--- config.mk ---
export PLATFORM = sky130hd
export DESIGN_NAME = keypad_scanner
export DESIGN_NICKNAME = d
export VERILOG_FILES = /design/src/rtl/keypad_scanner.sv
export SDC_FILE = /design/constraint.sdc
export NUM_CORES = 1
export LEC_CHECK = 0
export CAP_MARGIN = 10
export CORE_MARGIN = 2
export CORE_UTILIZATION = 25
export DETAILED_ROUTE_END_ITERATION = 12
export PLACE_DENSITY = 0.52
export RECOVER_POWER = 25
export SYNTH_ARGS = -nofsm -noshare
export SYNTH_HDL_FRONTEND = slang
export SYNTH_SLANG_ARGS = --single-unit
--- constraint.sdc ---
create_clock -name clk -period 2.9 [get_ports clk]
set_clock_uncertainty 0.05 [all_clocks]
set_input_delay 0.435 -clock clk [delete_from_list [all_inputs] [get_ports clk]]
set_output_delay 0.435 -clock clk [all_outputs]
set_load 0.005 [all_outputs]
--- src/rtl/keypad_scanner.sv ---
// keypad_scanner: scans a 4x4 active-low keypad, debounces presses and releases,
// and emits one rdy pulse carrying the key code per accepted press.
module keypad_scanner #(
    parameter int CLK_DIV      = 1000,
    parameter int DEBOUNCE_CNT = 8
) (
    input  logic       clk,
    input  logic       resetN,
    input  logic [3:0] row_in,
    output logic [3:0] col_out,
    output logic [3:0] keypress,
    output logic       rdy,
    output logic       key_held
);
    localparam int DW = $clog2(CLK_DIV);
    localparam int CW = $clog2(DEBOUNCE_CNT + 1);
    localparam logic [DW-1:0] DIV_MAX = DW'(CLK_DIV - 1);
    localparam logic [CW-1:0] DEB_MAX = CW'(DEBOUNCE_CNT);
    // Nibble {row, col} holds the phone-layout code for that key.
    localparam logic [63:0] KEYMAP = 64'hDF0E_C987_B654_A321;
    typedef enum logic [1:0] {SCAN, DEBOUNCE, EMIT, HOLD} state_t;
    state_t        r_state, w_next;
    logic [3:0]    r_sync, r_row_s, r_key;
    logic [DW-1:0] r_div;
    logic [1:0]    r_col, w_col_nx, r_sel_row, w_sel_nx, w_low_row;
    logic [CW-1:0] r_deb, w_deb_nx, r_rel, w_rel_nx, w_deb_inc, w_rel_inc;
    logic          w_tick, w_sel_level;
    assign w_tick      = r_div == DIV_MAX;
    assign w_low_row   = !r_row_s[0] ? 2'd0 : !r_row_s[1] ? 2'd1 : !r_row_s[2] ? 2'd2 : 2'd3;
    assign w_sel_level = r_row_s[r_sel_row];
    assign w_deb_inc   = r_deb + 1'b1;
    assign w_rel_inc   = r_rel + 1'b1;
    assign col_out     = ~(4'b0001 << r_col);
    assign keypress    = r_key;
    assign rdy         = r_state == EMIT;
    assign key_held    = r_state == EMIT || r_state == HOLD;
    always_comb begin
        w_next   = r_state;
        w_col_nx = r_col;
        w_sel_nx = r_sel_row;
        w_deb_nx = r_deb;
        w_rel_nx = r_rel;
        case (r_state)
            SCAN: if (w_tick) begin
                if (r_row_s != 4'hF) begin
                    w_sel_nx = w_low_row;
                    w_deb_nx = CW'(1);
                    w_next   = DEBOUNCE_CNT == 1 ? EMIT : DEBOUNCE;
                end else begin
                    w_col_nx = r_col + 2'd1;
                end
            end
            // A bounce drops back to SCAN on the same column so it is re-sampled next tick.
            DEBOUNCE: if (w_tick) begin
                if (!w_sel_level) begin
                    w_deb_nx = w_deb_inc;
                    w_next   = w_deb_inc == DEB_MAX ? EMIT : DEBOUNCE;
                end else begin
                    w_next = SCAN;
                end
            end
            EMIT: begin
                w_next   = HOLD;
                w_rel_nx = '0;
            end
            HOLD: if (w_tick) begin
                w_rel_nx = w_sel_level ? w_rel_inc : '0;
                if (w_sel_level && w_rel_inc == DEB_MAX) begin
                    w_next   = SCAN;
                    w_col_nx = r_col + 2'd1;
                end
            end
            default: w_next = SCAN;
        endcase
    end
    always_ff @(posedge clk or negedge resetN) begin
        if (!resetN) begin
            r_sync    <= 4'hF;
            r_row_s   <= 4'hF;
            r_div     <= '0;
            r_state   <= SCAN;
            r_col     <= 2'd0;
            r_sel_row <= 2'd0;
            r_deb     <= '0;
            r_rel     <= '0;
            r_key     <= 4'd0;
        end else begin
            r_sync    <= row_in;
            r_row_s   <= r_sync;
            r_div     <= w_tick ? '0 : r_div + 1'b1;
            r_state   <= w_next;
            r_col     <= w_col_nx;
            r_sel_row <= w_sel_nx;
            r_deb     <= w_deb_nx;
            r_rel     <= w_rel_nx;
            if (w_next == EMIT && r_state != EMIT)
                r_key <= KEYMAP[{w_sel_nx, r_col, 2'b00} +: 4];
        end
    end
endmodule

==> impl_metrics.toml, run 1 <==
[status]
status = "finished, violations left"
violations = "capacitance limit, slew limit"

[logic_synthesis]
synth_xor_area_frac = 0.0559
synth_top_family_by_area = "simple AND/OR/NAND/NOR gates"
ys_seq_area_frac = 0.484
synth_cell_types = 44
synth_compound_area_frac = 0.120
synth_fa_ha_area_frac = 0.0665
avgSynthCellArea_um2 = 10.3
synth_flop_cell = "dfrtp_1"
netlist_area_um2 = 1880
syn_inst = 183
async_flop_share = 1.00
synth_seq_cells = 36
synth-edff-count = 0
yosysWarnings = 0
syn_nets = 199
synthSimpleGateAreaFrac = 0.174
synthMuxAreaShare = 0.0559

[final_layout]
nets = 218
fillers = 769
multi_input_area_um2 = 893
final_area_um2 = 2240
area_growth_pct = 19.2
final_cells = 301
layout-drive-gt1-share = 0.119
regArea_um2 = 911
final_cell_mix = "dfrtp_1 (28), nand2_1 (22), inv_1 (14)"
diodes = 0
layout_commonest_cell = "dfrtp_1"

[clock_network]
cts_max_level = 2
cts.clk_slew.worst_paths_ns = 0.07
clock-sinks = 36
postCtsHoldBufs = 0
tritoncts = "done"
cts_root_buffer = "clkbuf_8"
cts_setup_buffers = 0
clk-insertion-delay-late_ns = 0.28
cts_resized = 0
cts_buffer_depth = 2
cts_buffers = 5

[job]
maxCapViolCount = 1

[worst_setup_path]
crit_path_start_kind = "register"
criticalPathCategory = "register to register"
endpoint_kind = "register"
startpoint = "r_div[0]"
r2r-start = "r_div[0]"
cp.required_ns = 3.01
worstPathMaxFanout = 6
worstPathArrival_ns = 2.65

[global_route]
overflow = 0
antenna_found_initial = 0
grt_max_degree = 37
grt_pass1_wl_um = 6460
grt_pass1_vias = 1352
grt.total_usage = 0.0946

[min_path]
min_path_type = "register to register"
min-delay-start = "r_sync[2]"

[pwr]
leakage_nw = 0.980
vdd_drop_max_v = 0.000247
p_per_area_nw_per_um2 = 409

[floorplanning]
die_h_um = 90.8
ioPinCount = 16
dieArea_um2 = 8240
core.rowCount = 31
die-width_um = 90.8
initial_core_util = 0.259
core-area_um2 = 7250

[sta]
period_share = 0.878
fin_tns_setup_ns = 0
fin_crit_ns = 2.55
finalHoldViolCount = 0
tightestPinTransition_ns = 1.91
holdWs_ns = 0.306
clock.fmax_mhz = 393
rsz0062_at_grt = "false"
slew_viol_final = 37
worst_slack_ns = 0.354
slew_headroom = -0.276
setup_viol = 0

[routing]
drt_pass1_iterations = 4
vias = 1332
wire_per_inst_um = 11.5
drt_wl_total_um = 3470
via_per_inst = 4.43
ant_nets = 0
drt_iter0_markers = 92
drcViolationCount = 0

[placement]
port_buffers = 15
detailed_place_hpwl_um = 2510
post_dp_cell_area_um2 = 2150
dp_cells = 294
dp_slack_ns = 0.295
globalplace.congestion = 0.764
Yosys cell counts, types with 2 or more instances:
cell type,number,area share
nand3_1,8,0.021
o21ai_0,12,0.032
nand4_1,2,0.0066
xnor2_1,8,0.037
mux2i_1,6,0.032
nand2_1,22,0.044
dfrtp_1,28,0.37
nor3b_1,2,0.0080
a21oi_1,6,0.016
dfstp_2,8,0.11
ha_1,10,0.066
nor2_1,8,0.016
mux2_2,2,0.012
o311a_1,2,0.011
clkbuf_1,5,0.010
nand4b_1,2,0.0093
xor2_1,4,0.019
inv_1,14,0.028
nor2b_1,2,0.0066
nor3_1,6,0.016
or3_1,2,0.0066
a211oi_1,2,0.0080
critical path, cell delays in order (launching register included):
cell and delay, ns:
dfrtp_1 0.39, ha_1 0.27, nand3b_4 0.12, nor4b_1 0.41, mux2i_1 0.41, inv_1 0.17, mux2_2 0.29, a211oi_1 0.24
o21ai_1 0.08
report_power, final:
group          switching, W  total (W)  internal [W]
combinational     0.0000132  0.0000204    0.00000716
clock              0.000171   0.000382      0.000212
sequential       0.00000327   0.000515      0.000512
sequential cells by signal, indices dropped and copies added, names as in the netlist:
register   flops
keypress       4
r_row_s        4
r_col          2
r_deb          4
r_sync         4
r_state        2
r_sel_row      2
r_div         10
r_rel          4
kinds of logic after synthesis:
| group | Yosys count |
|---|---|
| AND/OR/NAND/NOR | 62 |
| buffers and inverters | 20 |
| AO/OA/AOI/OAI | 34 |
| multiplexers | 9 |
| flip-flops | 36 |
| XOR/XNOR | 12 |
| adder cells (fa/ha/maj) | 10 |
layer usage:
metal | up-vias | wire length (um) | share of wire | global-route usage
li1 | 683 | - | - | -
met1 | 632 | 1780 | 0.51 | 0.128
met2 | 15 | 1570 | 0.45 | 0.149
met3 | 2 | 105 | 0.030 | 0.0250
met4 | 0 | 14 | 0.0040 | 0.0269
met5 | - | 0 | 0 | 0
stage by stage:
stage / util / total power (W)
2_1_floorplan: - / 0.000529
3_3_place_gp: 0.296 / 0.000548
3_5_place_dp: 0.296 / 0.000548
4_1_cts: 0.309 / 0.000936
5_1_grt: 0.309 / 0.000958
6_report: 0.309 / 0.000918
final cells by class:
| type | instances | area share |
|---|---|---|
| clock buffers | 7 | 0.0429 |
| inverters | 14 | 0.0234 |
| multi-input cells | 127 | 0.398 |
| flip-flops and latches | 36 | 0.406 |
| well taps | 99 | 0.0552 |
| repair buffers | 18 | 0.0742 |
worst paths after layout:
kind                               end  slack [ns]  cells past startpoint
setup / recovery           keypress[0]        0.35                      8
hold / removal              r_row_s[2]        0.31                      0
setup reg to reg           keypress[0]        0.35                      8
hold reg to reg             r_row_s[2]        0.31                      0
max in group asynchronous     r_div[4]        1.07                      1
min in group asynchronous     r_div[8]        0.63                      1
No activity file was read; power rests on OpenSTA's default activity.
==> run 2: changes to the inputs <==
- CAP_MARGIN: 10 -> 15
- CORE_MARGIN: 2 -> not set
==> impl_metrics.toml, run 2 (synthesis results as in run 1) <==
[status]
status = "finished, violations left"
violations = "capacitance limit, slew limit"

[worst_setup_path]
crit_chain = "ha_1 -> nand3b_4 -> nor4b_1 -> mux2i_1 -> inv_1 -> mux2_2 -> a211oi_1 -> o21ai_1"
r2r_setup_slack_ns = 0.32
endpoint_kind = "register"
rr_worst_depth = 8
worstPathMaxFanout = 6
criticalPathCategory = "register to register"
r2r-start = "r_div[0]"
r2r_end = "keypress[0]"
cpMaxStageDelayCell = "nor4b_1"
startpoint = "r_div[0]"
crit_path_start_kind = "register"
cpPeakStageDelay_ns = 0.43
cp.required_ns = 3.02
worstPathArrival_ns = 2.70

[routing]
ant_nets = 0
via_per_inst = 4.45
drcViolationCount = 0
drt_wl_total_um = 3460
drt_pass1_iterations = 4
vias = 1343
drt_iter0_markers = 92
wire_per_inst_um = 11.4

[sta]
setup_viol = 0
clock.fmax_mhz = 387
fin_tns_setup_ns = 0
slew_viol_final = 37
tightestPinTransition_ns = 1.87
fin_crit_ns = 2.58
worst_slack_ns = 0.317
finalHoldViolCount = 0
rsz0062_at_grt = "false"
period_share = 0.891
slew_headroom = -0.245

[min_path]
min_path_type = "register to register"
hold_path_end = "r_row_s[1]"
hold_depth = 0
min-delay-start = "r_sync[1]"

[final_layout]
final_area_um2 = 2270
final_cell_mix = "dfrtp_1 (28), nand2_1 (22), inv_1 (14)"
layout-drive-gt1-share = 0.123
top_register = "r_div"
diodes = 0
area_growth_pct = 20.8
fillers = 762
largest_reg_flops = 10
layout_commonest_cell = "dfrtp_1"
nets = 218

[placement]
detailed_place_hpwl_um = 2500
dp_slack_ns = 0.301
globalplace.congestion = 0.735
port_buffers = 15
post_dp_cell_area_um2 = 2150

[floorplanning]
die_h_um = 88.8
ioPinCount = 16
core.rowCount = 31
dieArea_um2 = 7880
initial_core_util = 0.259
die-width_um = 88.8
core-area_um2 = 7250

[clock_network]
cts.clk_slew.worst_paths_ns = 0.07
tritoncts = "done"
cts_resized = 0
clk-insertion-delay-late_ns = 0.29
postCtsHoldBufs = 0
clock-sinks = 36
cts_max_level = 2
cts_buffer_depth = 2
cts_setup_buffers = 0
cts_root_buffer = "clkbuf_8"
cts_buffers = 5

[pwr]
leakage_nw = 0.994
vdd_drop_max_v = 0.000211
p_per_area_nw_per_um2 = 445

[global_route]
overflow = 0
grt_pass1_wl_um = 6070
grt.total_usage = 0.103
antenna_found_initial = 0
grt_max_degree = 37
grt_pass1_vias = 1312

[job]
maxCapViolCount = 1
run 2: changes by cell type in the layout (fill, tap and decap cells not counted), sizes merged:
cell    delta
bufinv     +1
run 2: worst max path at each step:
stage	endpoint	slack (ns)
after floorplan	keypress[0]	0.60
after global placement	keypress[0]	0.38
after detailed placement	keypress[0]	0.30
after CTS	keypress[0]	0.29
after global routing	keypress[0]	0.03
final	keypress[0]	0.32
run 2: cell type report:
cell class	count	area (um2)	area share
repair buffers	18	166	0.0732
multi-input cells	127	893	0.393
inverters	14	52.6	0.0231
clock buffers	7	96.3	0.0424
flip-flops and latches	36	911	0.401
clock inverters	1	30.0	0.0132
well taps	99	124	0.0545
run 2: through the flow:
step | total power [W] | utilization | std cells | hold WS (ns)
2_1_floorplan | 0.000529 | - | 183 | 0.0894
3_3_place_gp | 0.000548 | 0.296 | 294 | 0.296
3_5_place_dp | 0.000548 | 0.296 | 294 | 0.297
4_1_cts | 0.00103 | 0.314 | 302 | 0.200
5_1_grt | 0.00107 | 0.313 | 302 | 0.309
6_report | 0.00101 | 0.313 | 302 | 0.306
run 2: power breakdown:
group / switching (W) / internal [W] / leakage (nW)
logic: 0.0000130 / 0.00000717 / 0.469
clock network: 0.000173 / 0.000303 / 0.0645
registers: 0.00000328 / 0.000512 / 0.461
total: 0.000190 / 0.000823 / 0.994
run 2: layer usage:
metal  up-vias  GRT usage  routed length [um]
met4         0     0.0440                  44
met1       637      0.138                1730
met2        18      0.153                1570
met3         5     0.0336                 110
met5         -          0                   0
li1        683          -                   -
run 2: worst max-delay path: cells and delay by family (launching register included):
| family | cells | cell delay, ns |
|---|---|---|
| AO/OA/AOI/OAI | 2 | 0.32 |
| adder cells (fa/ha/maj) | 1 | 0.27 |
| buffers and inverters | 1 | 0.17 |
| flip-flops | 1 | 0.39 |
| multiplexers | 2 | 0.70 |
| AND/OR/NAND/NOR | 2 | 0.55 |
==> run 3: changes to the inputs <==
- clock period: 2.9 -> 2.8 ns (I/O delays scaled with it)
==> impl_metrics.toml, run 3 (synthesis results as in run 1) <==
[min_path]
hold_path_end = "r_row_s[2]"
min_path_type = "register to register"
min-delay-start = "r_sync[2]"
hold_depth = 0

[clock_network]
cts_root_buffer = "clkbuf_8"
cts_setup_buffers = 0
cts_buffer_depth = 2
cts_buffers = 5
clock-sinks = 36
cts_resized = 0
cts.clk_slew.worst_paths_ns = 0.08
postCtsHoldBufs = 0
clk-insertion-delay-late_ns = 0.29
tritoncts = "done"
cts_max_level = 2

[pwr]
p_per_area_nw_per_um2 = 408
total_power_w = 0.000914
leakage_nw = 0.982
vdd_drop_max_v = 0.000311

[global_route]
grt.total_usage = 0.101
grt_pass1_vias = 1280
overflow = 0
antenna_found_initial = 0
grt_pass1_wl_um = 6070
grt_max_degree = 37

[placement]
port_buffers = 15
detailed_place_hpwl_um = 2460
globalplace.congestion = 0.741

[routing]
via_per_inst = 4.54
ant_nets = 0
drcViolationCount = 0
drt_pass1_iterations = 4
vias = 1376
drt_wl_total_um = 3480
wire_per_inst_um = 11.5
drt_iter0_markers = 46

[sta]
period_share = 0.847
slew_headroom = -0.253
tightestPinTransition_ns = 1.88
clock.fmax_mhz = 422
finalHoldViolCount = 0
setup_viol = 0
rsz0062_at_grt = "false"
fin_tns_setup_ns = 0
slew_viol_final = 37
fin_crit_ns = 2.37

[final_layout]
utilization = 0.309
area_growth_pct = 19.1
layout-drive-gt1-share = 0.127
diodes = 0
nets = 219
final_cell_mix = "dfrtp_1 (28), nand2_1 (22), inv_1 (14)"
top_register = "r_div"
largest_reg_flops = 10
layout_commonest_cell = "dfrtp_1"

[worst_setup_path]
crit_chain = "a211o_2 -> or4_1 -> o21a_1 -> o311a_1 -> a211oi_1 -> o21ai_1"
r2r-start = "r_state[0]"
cp.required_ns = 2.92
cpPeakStageDelay_ns = 0.55
critPathTopFamily = "compound AO/OA/AOI/OAI gates"
r2r_setup_slack_ns = 0.43
worstPathMaxFanout = 16
criticalPathCategory = "register to register"
cp_num_buf_inv = 0
endpoint_kind = "register"
crit_path_start_kind = "register"
r2r_end = "keypress[0]"
worstPathArrival_ns = 2.49
rr_worst_depth = 6
cpMaxStageDelayCell = "dfrtp_1"

[floorplanning]
die-width_um = 88.8
dieArea_um2 = 7880
core-area_um2 = 7250
initial_core_util = 0.259
ioPinCount = 16
die_h_um = 88.8
core.rowCount = 31

[status]
status = "finished, violations left"
violations = "capacitance limit, slew limit"

[job]
maxCapViolCount = 1
[run 3: how the worst max path moves through the flow]
stage	slack [ns]	end	from	cells after the start
CTS	0.43	keypress[0]	r_state[0]	6
global route	0.30	keypress[0]	r_div[0]	8
detailed placement	0.46	keypress[0]	r_state[0]	6
global placement	0.48	keypress[0]	r_div[0]	8
finish	0.43	keypress[0]	r_state[0]	6
floorplan	0.50	keypress[0]	r_div[0]	8
[run 3: metal layers]
layer  vias to the layer above  wire length, um  track usage
met5                         -                0            0
met4                         0               16       0.0264
met3                         2              107       0.0317
met2                        17             1630        0.157
met1                       671             1730        0.135
li1                        686                -            -
[run 3: where the power goes]
| part | total (W) | leakage, nW | internal [W] | switching [W] |
|---|---|---|---|---|
| Sequential | 0.000534 | 0.461 | 0.000530 | 0.00000364 |
| Clock | 0.000359 | 0.0479 | 0.000173 | 0.000186 |
| Combinational | 0.0000210 | 0.473 | 0.00000744 | 0.0000136 |
[run 3: final cells by class]
| cell class | instances | area [um2] |
|---|---|---|
| well taps | 99 | 124 |
| clock inverters | 3 | 18.8 |
| multi-input cells | 127 | 893 |
| fillers | 753 | 5010 |
| inverters | 14 | 52.6 |
| flip-flops and latches | 36 | 911 |
| repair buffers | 19 | 174 |
| clock buffers | 5 | 68.8 |
[run 3: worst reg2reg max path, cell delays in order, from the launching register on]
cell and delay (ns):
dfrtp_1 0.55, a211o_2 0.37, or4_1 0.40, o21a_1 0.25
o311a_1 0.34, a211oi_1 0.22, o21ai_1 0.08
[run 3: metrics by stage]
| step | hold WS [ns] | area [um2] | instances | setup slack (ns) |
|---|---|---|---|---|
| 2_1_floorplan | 0.0744 | 1880 | 183 | 0.503 |
| 4_1_cts | 0.194 | 2240 | 303 | 0.426 |
| 5_1_grt | 0.309 | 2240 | 303 | 0.296 |
| 3_5_place_dp | 0.298 | 2160 | 295 | 0.455 |
| 3_3_place_gp | 0.296 | 2160 | 295 | 0.477 |
| 6_report | 0.303 | 2240 | 303 | 0.429 |
